**config.mk**
```make
export PLATFORM = sky130hd
export DESIGN_NAME = accum_total_reader
export DESIGN_NICKNAME = d
export VERILOG_FILES = /design/src/rtl/accum_total_reader.sv
export SDC_FILE = /design/constraint.sdc
export NUM_CORES = 1
export LEC_CHECK = 0
export BUFFER_PORTS_ARGS = -buffer_cell sky130_fd_sc_hd__buf_2
export CAP_MARGIN = 20
export CELL_PAD_IN_SITES_DETAIL_PLACEMENT = 1
export CELL_PAD_IN_SITES_GLOBAL_PLACEMENT = 2
export CORE_ASPECT_RATIO = 1.25
export CORE_MARGIN = 2
export CORE_UTILIZATION = 32
export DETAILED_ROUTE_END_ITERATION = 10
export PLACE_DENSITY = 0.86
export REMOVE_ABC_BUFFERS = 1
export SLEW_MARGIN = 25
export SYNTH_ARGS = -nofsm -noshare
export SYNTH_HDL_FRONTEND = slang
export SYNTH_SLANG_ARGS = --single-unit
```
**constraint.sdc**
```tcl
create_clock -name clk -period 2.22 [get_ports clk]
set_clock_uncertainty 0.15 [all_clocks]
set_input_delay 0 -clock clk [delete_from_list [all_inputs] [get_ports clk]]
set_output_delay 0 -clock clk [all_outputs]
set_load 0.05 [all_outputs]
```
**src/rtl/accum_total_reader.sv**
```systemverilog
// accum_total_reader
//   Read side of a CNT_W-bit wrapping accumulator. The block counts the
//   accumulator's wrap events in an EXT_W-bit upper word. On request it hands
//   out a coherent {upper, acc_out} snapshot over a valid/ready handshake.
//   The upper word saturates at all-ones and raises a sticky flag.
//
//   state | meaning
//   ------+---------------------------------------------------------------
//   IDLE  | no snapshot held, rd_valid=0
//   VALID | snapshot held in rd_total/rd_sat, rd_valid=1 until accepted
//
// Ports
//   clk       rising-edge clock
//   reset_n   asynchronous active-low reset
//   acc_clr   accumulator cleared this cycle; clears upper word and sat
//   acc_vld   acc_out/acc_ovf carry a fresh update this cycle
//   acc_out   accumulator count (lower word of the total)
//   acc_ovf   accumulator carry-out (one wrap)
//   rd_req    snapshot request
//   rd_valid  snapshot available
//   rd_ready  consumer accepts the snapshot
//   rd_total  snapshot {upper, acc_out}
//   rd_sat    upper word was saturated when the snapshot was taken
//   sat       live sticky saturation flag
module accum_total_reader #(
    parameter int CNT_W = 4,
    parameter int EXT_W = 8
) (
    input  logic                   clk,
    input  logic                   reset_n,
    input  logic                   acc_clr,
    input  logic                   acc_vld,
    input  logic [CNT_W-1:0]       acc_out,
    input  logic                   acc_ovf,
    input  logic                   rd_req,
    output logic                   rd_valid,
    input  logic                   rd_ready,
    output logic [CNT_W+EXT_W-1:0] rd_total,
    output logic                   rd_sat,
    output logic                   sat
);

    localparam logic [0:0] IDLE  = 1'b0;
    localparam logic [0:0] VALID = 1'b1;

    localparam logic [EXT_W-1:0] UPPER_MAX = {EXT_W{1'b1}};

    logic [0:0]       state;
    logic [0:0]       state_nxt;
    logic [EXT_W-1:0] upper;
    logic [EXT_W-1:0] upper_nxt;
    logic             sat_nxt;
    logic             capture;

    // Wrap counter next-state. A clear takes priority over a same-cycle wrap.
    always_comb begin
        upper_nxt = upper;
        sat_nxt   = sat;
        if (acc_clr) begin
            upper_nxt = '0;
            sat_nxt   = 1'b0;
        end else if (acc_vld && acc_ovf) begin
            if (upper != UPPER_MAX) begin
                upper_nxt = upper + 1'b1;
            end else begin
                sat_nxt = 1'b1;
            end
        end
    end

    // In VALID, a new request is accepted only together with the handshake.
    always_comb begin
        state_nxt = state;
        capture   = 1'b0;
        case (state)
            IDLE: begin
                if (rd_req) begin
                    capture   = 1'b1;
                    state_nxt = VALID;
                end
            end
            VALID: begin
                if (rd_ready) begin
                    if (rd_req) begin
                        capture = 1'b1;
                    end else begin
                        state_nxt = IDLE;
                    end
                end
            end
            default: state_nxt = IDLE;
        endcase
    end

    always_ff @(posedge clk or negedge reset_n) begin
        if (!reset_n) begin
            upper <= '0;
            sat   <= 1'b0;
        end else begin
            upper <= upper_nxt;
            sat   <= sat_nxt;
        end
    end

    // The snapshot uses the post-update upper word so that it pairs correctly
    // with the acc_out presented in the same cycle.
    always_ff @(posedge clk or negedge reset_n) begin
        if (!reset_n) begin
            state    <= IDLE;
            rd_total <= '0;
            rd_sat   <= 1'b0;
        end else begin
            state <= state_nxt;
            if (capture) begin
                rd_total <= {upper_nxt, acc_out};
                rd_sat   <= sat_nxt;
            end
        end
    end

    assign rd_valid = (state == VALID);

endmodule

```
==> summary.txt <==
Die
  – Overall die height: around 67 um
  – Starting utilization of the core area: about a third
  – Row count: 22
  – Core footprint: around 0.003 sq mm
  – Die extent in x: roughly 54 um
  – Count of pins on the block boundary: 26
  – Area enclosed by the die boundary: ~0.0036 sq mm

Layout
  – Fraction of final layout cells sized beyond drive strength 1: 31.3%
  – Area used by multi-input combinational logic: around 420 sq um
  – Area growth syn-to-layout: 26.9%
  – Net count, final: ~140
  – Highest-count cells in the layout ignoring fill and taps: buf_2, dfrtp_1, nor2_1
  – Sequential cell area: between 500 and 600 sq um
  – Count of filler cells inserted in the layout: around 350
  – Count of antenna diodes in the layout: 0
  – Commonest non-fill, non-tap cell in the layout: buf_2

Worst setup path
  – Kind of end point of the critical path: register
  – Highest net fanout along the worst path: 6
  – Required time of the critical path: around 2.3 ns
  – Critical-path top delay cell: dfrtp_1
  – Type of the worst setup path: reg2reg
  – Maximum cell stage delay along the critical path: around 0.40 ns
  – Arrival time of the worst setup path: 1.88 ns
  – Cells traversed along the worst timing path: ha_1 > nand2_1 > o311ai_4 > mux2i_1 > o21ai_1
  – Category of the worst setup path launch point: register
  – Number of cells traversed by the worst register-to-register path: 5

Pwr
  – Static power due to leakage: between 0.0006 and 0.0007 uW
  – Worst vdd rail ir drop: ~0.45 mV
  – Power per standard cell area: around 610 mW/mm^2

Clocking
  – CTS tree: built
  – Post-CTS Setup Bufs: 0
  – Number of clock sinks seen by CTS: 23
  – Number of buffers created by CTS: 3
  – Master cell of the clock root buffer: clkbuf_4
  – Clock-pin transition on the worst setup and hold timing paths: ~0.12 ns
  – Htree depth: 1
  – Source-to-sink clock delay at the later pin of the worst-skew pair: just over 0.3 ns
  – Clock Path Buffers: 2

Detailed routing
  – Iteration count of the initial detailed-routing pass: 3
  – Via Count: between 800 and 900
  – Remaining antenna violation count: 0
  – First DRT Iteration DRCs: 17
  – Detailed-route wire length: between 2000 and 2500 um
  – Routed WL per cell: approximately 15 um
  – Number of remaining DRC errors: 0
  – Average vias per placed instance: approximately 5.0

Synthesis
  – Flip-flop cell with the highest count after synthesis: dfrtp_1
  – Cell area after synthesis: 0.00102 sq mm
  – Number of synthesized register bits: 23
  – Synth unique cells: 27
  – Post-synthesis area per instance: 10.9 sq um
  – EDFF count, synth: 0
  – Synth Warn #: 0
  – Cells after Synth: between 90 and 100
  – Sequential area share after synthesis: 56.6%
  – Share of async-settable or async-resettable flops after synthesis: between 90% and 100%

Timing
  – Max-slew violations: 0
  – Max frequency: 547 MHz
  – Final Hold Viols: 0
  – Post-route fraction of the period consumed by the critical path: just over 80%
  – Worst-case headroom to the max-slew limit: between 50% and 60%
  – Final critical path time including I/O delays and setup: between 1.5 and 2 ns
  – Transition time at the pin with the least slew margin: a little over 0.6 ns
  – Unrepaired setup endpoints after global routing: no
  – Final setup margin: approximately 0.39 ns
  – Setup tns final: 0 ns
  – Number of setup violations in the final report: 0

GRT
  – Antenna violations before repair: 0
  – Number of global-route vias before repair: about 920
  – Pin count of the biggest net entering global routing: 24
  – Tot GR Track Use: between 15 and 20%
  – Overflow left after global routing: 0
  – Global-route wire length before repair: between 4000 and 5000 um

Hold path
  – Hold/Removal Path Class: in2reg
  – Count of cells along the worst hold path: 4

Status
  – Outcome: complete, no violations

Placed design
  – Placement-stage worst setup slack: ~0.38 ns
  – Detailed placer's ending HPWL: between 1500 and 2000 um
  – RePlAce Congestion: a little over 0.8
  – Number of I/O port buffers: 25

Run
  – # Max-Cap Violations: 0
## layout make-up
type | count | area share [%]
Sequential cell | 23 | 44.6
Tap cell | 36 | 3.49
Clock inverter | 1 | 0.388
Multi-Input combinational cell | 64 | 32.5
Inverter | 3 | 0.872
Timing Repair Buffer | 34 | 16.5
Clock buffer | 3 | 1.74
## stage by stage
stage	hold slack, ns	util [%]	area [sq um]	std cells	total power (uW)
floorplan	-0.446	-	1010	90	541
detailed placement	-0.154	39.8	1180	152	593
global placement	-0.160	39.8	1180	152	588
CTS	0.00656	43.4	1290	164	795
global route	0.0434	43.4	1290	164	822
finish	0.00197	43.4	1290	164	787
## synthesized netlist by cell type (all sizes together) (3+ instances only)
cell type	instances	share of area (%)
dfrtp	23	57
nand2	12	4.7
nor2	12	4.4
o21ai	8	3.9
nand4	5	3.1
mux2	4	4.4
clkbuf	3	1.1
inv	3	1.1
mux2i	3	3.0
nor3	3	1.5
## metal layers
metal	up-vias	part of all wire (%)	track usage [%]	wire length, um
met5	-	0	0	0
met4	0	1.4	5.63	34
met3	4	3.0	1.79	74
met2	18	53	28.5	1280
met1	405	43	19.6	1040
li1	399	-	-	-
## cell families (layout without fill, tap and decap cells)
kind of cell / Yosys count / count (layout) / synth area share (%)
AND/OR/NAND/NOR: 38 / 38 / 18.8
buffers and inverters: 6 / 41 / 2.21
flip-flops: 23 / 23 / 56.6
multiplexers: 7 / 7 / 7.38
adder cells (fa/ha/maj): 1 / 1 / 1.23
XOR/XNOR: 2 / 2 / 1.72
AO/OA/AOI/OAI: 16 / 16 / 12.1
## power by group
group	total, uW	internal [uW]	switching, uW	leakage [uW]
logic	149	46.4	102	0.000283
clock network	192	67.3	125	0.0000177
registers	446	436	9.71	0.000307
total	787	550	237	0.000608
## path summary, 6_finish.rpt
path	from	to	slack, ns
max	upper[1]	rd_total[5]	0.39
min	acc_ovf	upper[1]	0.002
max reg2reg	upper[1]	rd_total[5]	0.39
min reg2reg	rd_total[6]	rd_total[6]	0.34
max in group asynchronous	reset_n	upper[1]	1.56
min in group asynchronous	reset_n	rd_total[1]	0.02
## sequential cells by signal, summed over array words and instances, names as in the netlist
name / count
upper: 8
rd_total: 12
rd_valid: 1
sat: 1
rd_sat: 1
## what timing repair did
action | in CTS | in global routing
hold buffers | 8 | 0
resized for setup | 0 | 0
hold endpoints to repair | 39 | 0
setup endpoints to repair | 0 | 0
## worst max-delay path, delay by kind of cell (launching register included)
| kind | cells | cell delay [ns] |
|---|---|---|
| compound gates | 2 | 0.47 |
| flops | 1 | 0.40 |
| mux | 1 | 0.30 |
| fa+ha+maj | 1 | 0.26 |
| simple gates | 1 | 0.14 |
No activity file was read; power rests on OpenSTA's default activity.
